File: config.mk
export PLATFORM = sky130hd
export DESIGN_NAME = block_buffer_stage
export DESIGN_NICKNAME = d
export VERILOG_FILES = /design/src/rtl/block_buffer_stage.sv
export SDC_FILE = /design/constraint.sdc
export NUM_CORES = 1
export LEC_CHECK = 0
export CAP_MARGIN = 10
export CORE_UTILIZATION = 50
export CTS_CLUSTER_SIZE = 30
export DETAILED_ROUTE_END_ITERATION = 8
export GPL_ROUTABILITY_DRIVEN = 1
export HOLD_SLACK_MARGIN = 0.1
export PLACE_DENSITY_LB_ADDON = 0.25
export SLEW_MARGIN = 20
export SYNTH_ARGS = -nofsm -noshare
export SYNTH_HDL_FRONTEND = slang
export SYNTH_SLANG_ARGS = --single-unit
File: constraint.sdc
create_clock -name clock -period 5.72 [get_ports clock]
set_input_delay 1.144 -clock clock [delete_from_list [all_inputs] [get_ports clock]]
set_output_delay 1.144 -clock clock [all_outputs]
set_load 0.03 [all_outputs]
File: src/rtl/block_buffer_stage.sv
// Block-granular elastic buffer between the word-to-block assembler and the
// block engine. It stores up to DEPTH blocks and presents the head block
// first-word-fall-through. Each head block is tagged as the last block of a
// message by counting delivered blocks against msg_blocks.
module block_buffer_stage #(
  parameter int BSIZE = 128,
  parameter int DEPTH = 4,
  parameter int CNTW  = 16
) (
  input  logic                     clock,
  input  logic                     reset,
  input  logic [BSIZE-1:0]         block_in,
  input  logic                     block_in_ready,
  output logic                     block_in_hold,
  input  logic                     flush,
  output logic [BSIZE-1:0]         block_out,
  output logic                     block_out_valid,
  input  logic                     block_out_take,
  output logic                     block_out_last,
  input  logic [CNTW-1:0]          msg_blocks,
  output logic [$clog2(DEPTH):0]   level,
  output logic                     take_err
);

  localparam int AW = $clog2(DEPTH);
  localparam int LW = AW + 1;

  logic [BSIZE-1:0] mem [DEPTH];
  logic [AW-1:0]    wr_ptr;
  logic [AW-1:0]    rd_ptr;
  logic [CNTW-1:0]  msg_idx;
  logic             push;
  logic             pop;

  // Handshake decode and head-of-queue presentation from registered state
  always_comb begin
    block_in_hold   = (level == LW'(DEPTH));
    block_out_valid = (level != '0);
    push            = block_in_ready && !block_in_hold;
    pop             = block_out_take && block_out_valid;
    block_out       = block_out_valid ? mem[rd_ptr] : '0;
    // msg_blocks is non-zero whenever the subtraction is used, so it cannot wrap
    block_out_last  = block_out_valid && (msg_blocks != '0) &&
                      (msg_idx >= (msg_blocks - CNTW'(1)));
  end

  // Block storage; contents are not cleared by reset or flush
  always_ff @(posedge clock) begin
    if (push && !flush) begin
      mem[wr_ptr] <= block_in;
    end
  end

  // Pointers, occupancy, framing counter and sticky take error
  always_ff @(posedge clock or posedge reset) begin
    if (reset) begin
      wr_ptr   <= '0;
      rd_ptr   <= '0;
      level    <= '0;
      msg_idx  <= '0;
      take_err <= 1'b0;
    end else begin
      if (block_out_take && !block_out_valid) begin
        take_err <= 1'b1;
      end
      if (flush) begin
        wr_ptr  <= '0;
        rd_ptr  <= '0;
        level   <= '0;
        msg_idx <= '0;
      end else begin
        if (push) begin
          wr_ptr <= wr_ptr + AW'(1);
        end
        if (pop) begin
          rd_ptr  <= rd_ptr + AW'(1);
          msg_idx <= block_out_last ? '0 : msg_idx + CNTW'(1);
        end
        if (push && !pop) begin
          level <= level + LW'(1);
        end else if (pop && !push) begin
          level <= level - LW'(1);
        end
      end
    end
  end

  // Occupancy never exceeds the number of entries
  level_bound: assert property (@(posedge clock) disable iff (reset)
    level <= LW'(DEPTH));

endmodule

==> out/summary.json <==
{
  "max_slew_margin": {"value": 35.6, "unit": "%"},
  "numCtsBuffers": {"value": 54},
  "whs": {"value": 0.472, "unit": "ns"},
  "mappedNetlistArea": {"value": 21300, "unit": "um^2"},
  "via_count_of_the_first_global_routing_pass": {"value": 11378},
  "syn_nets": {"value": 1208},
  "grt_overflow": {"value": 0},
  "worst_clock_skew": {"value": 0.0184, "unit": "ns"},
  "detail_route.wirelength": {"value": 43200, "unit": "um"},
  "route.detailed.vias_per_inst": {"value": 5.55},
  "number_of_port_buffers": {"value": 283},
  "timing.critical_path.from_type": {"value": "primary input"},
  "yosysUniqueCellTypes": {"value": 48},
  "initialDrtViolationCount": {"value": 627},
  "die_x": {"value": 208, "unit": "um"},
  "floorplan.die_area": {"value": 43400, "unit": "um^2"},
  "mostFrequentLayoutCell": {"value": "edfxtp_1"},
  "post_layout_utilization_of_the_core": {"value": 63.7, "unit": "%"},
  "later_pin_clock_latency_in_the_skew_report": {"value": 0.59, "unit": "ns"},
  "tritoncts_clock_tree": {"value": "done"},
  "synth_enable_flop_cells": {"value": 512},
  "critPathSlowestCell": {"value": "or4_4"},
  "synthesis.yosys.warnings": {"value": 0},
  "max_stage_delay": {"value": 0.46, "unit": "ns"},
  "ys.flop_type": {"value": "edfxtp_1"},
  "global_route_total_usage_across_every_layer": {"value": 20.5, "unit": "%"},
  "core-area": {"value": 41900, "unit": "um^2"},
  "fin_ws": {"value": 0.203, "unit": "ns"},
  "num-fill-cells": {"value": 2926},
  "globalplace.congestion": {"value": 0.803},
  "status": {"value": "finished, final reports clean"},
  "clock_sink_count": {"value": 536},
  "std_cell_rows": {"value": 75},
  "clk_path_buf_depth": {"value": 3},
  "setup_viol_count_final": {"value": 0},
  "cp_data_required_time": {"value": 4.58, "unit": "ns"},
  "avgSynthCellArea": {"value": 20.5, "unit": "um^2"},
  "timing.max_cap.violations": {"value": 0},
  "synthArstFlopShare": {"value": 4.48, "unit": "%"},
  "path_max_fanout": {"value": 4},
  "layout_min_cycle_time": {"value": 5.52, "unit": "ns"},
  "grt_antenna_before_repair": {"value": 4},
  "finalHoldViolations": {"value": 0},
  "max_freq": {"value": 0.181, "unit": "GHz"},
  "yosys_register_bits": {"value": 536},
  "fp.dieH": {"value": 208, "unit": "um"},
  "ioPinCount": {"value": 284},
  "crit_family": {"value": "simple AND/OR/NAND/NOR gates"},
  "via_count": {"value": 10730},
  "setup_total_negative_slack": {"value": 0, "unit": "ns"},
  "powerDensity": {"value": 471, "unit": "nW/um^2"},
  "rsz0062_at_grt": {"value": "no"},
  "layout_worst_path_cycle_share": {"value": 96.4, "unit": "%"},
  "worstHoldPathType": {"value": "reg -> reg"},
  "drive_above_1_share": {"value": 18.9, "unit": "%"},
  "critical_path.n_buffers_inverters": {"value": 3},
  "syn2layout_area_growth": {"value": 25.5, "unit": "%"},
  "postRouteAntennaNets": {"value": 0},
  "initial_core_util": {"value": 50.7, "unit": "%"},
  "cts_htree_levels": {"value": 2},
  "report.power.total": {"value": 12.6, "unit": "mW"},
  "clock_pin_slew_worst_setup_and_hold_paths": {"value": 0.06, "unit": "ns"},
  "grt_first_pass_wirelength": {"value": 66900, "unit": "um"},
  "worst_setup_path_end_kind": {"value": "primary output"},
  "worst-endpoint-arrival": {"value": 4.37, "unit": "ns"},
  "ordered_list_of_cells_on_the_worst_path": {"value": "clkdlybuf4s50_1 -> inv_1 -> ha_1 -> or3b_4 -> or4_4 -> nand2b_4 -> xor2_1 -> ha_1 -> and4_1 -> nand2_1 -> a2111oi_4 -> nor4b_2 -> nor2_2 -> buf_6"},
  "detail_route.drc_violations": {"value": 0},
  "synth-seq-area-share": {"value": 75.1, "unit": "%"},
  "detail_route.wl_per_cell": {"value": 22.3, "unit": "um"},
  "layout_common_cells": {"value": "edfxtp_1 (512), clkdlybuf4s50_1 (282), and2_1 (130), mux4_2 (128), clkbuf_16 (54)"},
  "detailed_place_hpwl": {"value": 25600, "unit": "um"},
  "finalMaxSlewViolations": {"value": 0},
  "cts-root-buf": {"value": "clkbuf_16"},
  "worst_ir_drop_vdd": {"value": 0.000308, "unit": "V"},
  "netlist_instances": {"value": 1036},
  "critical_path.most_common_cell": {"value": "ha_1"},
  "place_ws": {"value": -0.103, "unit": "ns"},
  "critical_path_class": {"value": "in -> out"},
  "drt_first_pass_iters": {"value": 4},
  "final_net_count": {"value": 1523},
  "grt_start_max_net_pins": {"value": 59},
  "static-leakage-power": {"value": 8.59, "unit": "nW"},
  "tightest_slew": {"value": 0.966, "unit": "ns"}
}
==> stage by stage <==
step                instance area (um^2)  instances
floorplan                          21300       1036
global placement                   24900       1833
detailed placement                 24900       1833
CTS                                26700       1932
global route                       26700       1934
finish                             26700       1935
==> metal layers <==
layer | GRT usage, % | share of wire (%) | up-vias
met1 | 26.6 | 41 | 5557
li1 | - | - | 4811
met3 | 5.71 | 6.2 | 73
met5 | 0 | 0.053 | -
met4 | 7.28 | 3.0 | 4
met2 | 33.3 | 50 | 285
==> power breakdown <==
part / internal (mW) / leakage, nW / switching [mW] / total, mW
registers: 4.56 / 4.97 / 0.150 / 4.71
logic: 1.91 / 2.74 / 2.40 / 4.31
clock network: 2.11 / 0.880 / 1.44 / 3.56
total: 8.58 / 8.59 / 3.99 / 12.6
==> cell type report <==
cell class	instances	area, um^2	area share, %
flip-flops and latches	536	16000	59.8
multi-input cells	438	5100	19.1
diodes	2	5.00	0.0187
repair buffers	310	3110	11.6
clock inverters	35	403	1.51
clock buffers	64	1400	5.24
well taps	539	674	2.52
inverters	11	41.3	0.155
==> timing repair <==
| action | CTS | global route |
|---|---|---|
| buffers inserted | 0 | 1 |
| hold buffers | 0 | 0 |
| resized for setup | 3 | 3 |
| setup endpoints to repair | 1 | 1 |
| pin swaps | 0 | 3 |
==> sequential cells by signal, indices dropped and copies added (netlist names) <==
register,cells
level,3
mem,512
wr_ptr,2
msg_idx,16
rd_ptr,2
take_err,1
==> Yosys cell counts, types with 2 or more instances <==
cell	instances	area share (%)
nor4_1	7	0.21
and3_1	4	0.12
nand4_1	2	0.059
or3_1	2	0.059
dfrtp_1	24	2.8
nor2_1	16	0.28
and4_1	2	0.082
nor3_1	10	0.24
nand2b_1	4	0.12
o21bai_1	2	0.071
a211oi_2	9	0.53
o211ai_1	2	0.071
xnor2_1	19	0.78
mux4_2	128	14
nand3_1	7	0.16
and2_1	134	3.9
xor2_1	10	0.41
a211oi_1	2	0.071
a21oi_1	9	0.21
inv_1	11	0.19
a2111oi_0	2	0.082
o21ai_0	4	0.094
nand2_1	19	0.34
ha_1	22	1.3
clkbuf_1	32	0.56
buf_1	9	0.16
buf_2	9	0.21
o22ai_1	4	0.12
edfxtp_1	512	72
==> worst paths after layout <==
kind | startpoint | endpoint | slack, ns | cells past startpoint
min in group asynchronous | reset | msg_idx[1] | 0.97 | 2
max in group asynchronous | reset | rd_ptr[0] | 4.26 | 2
worst max register to register | level[0] | mem[1][85] | 2.79 | 6
worst min-delay path | take_err | take_err | 0.47 | 1
worst min register to register | take_err | take_err | 0.47 | 1
worst max-delay path | msg_blocks[0] | block_out_last | 0.20 | 14
==> cell families after synthesis <==
| logic type | after synthesis | synth area share, % |
|---|---|---|
| compound gates | 40 | 1.53 |
| fa+ha+maj | 23 | 1.39 |
| mux | 129 | 13.6 |
| buf+inv | 62 | 1.18 |
| simple gates | 217 | 6.05 |
| flops | 536 | 75.1 |
| xor+xnor | 29 | 1.19 |
Note: power is estimated with default switching activity, not from simulation.
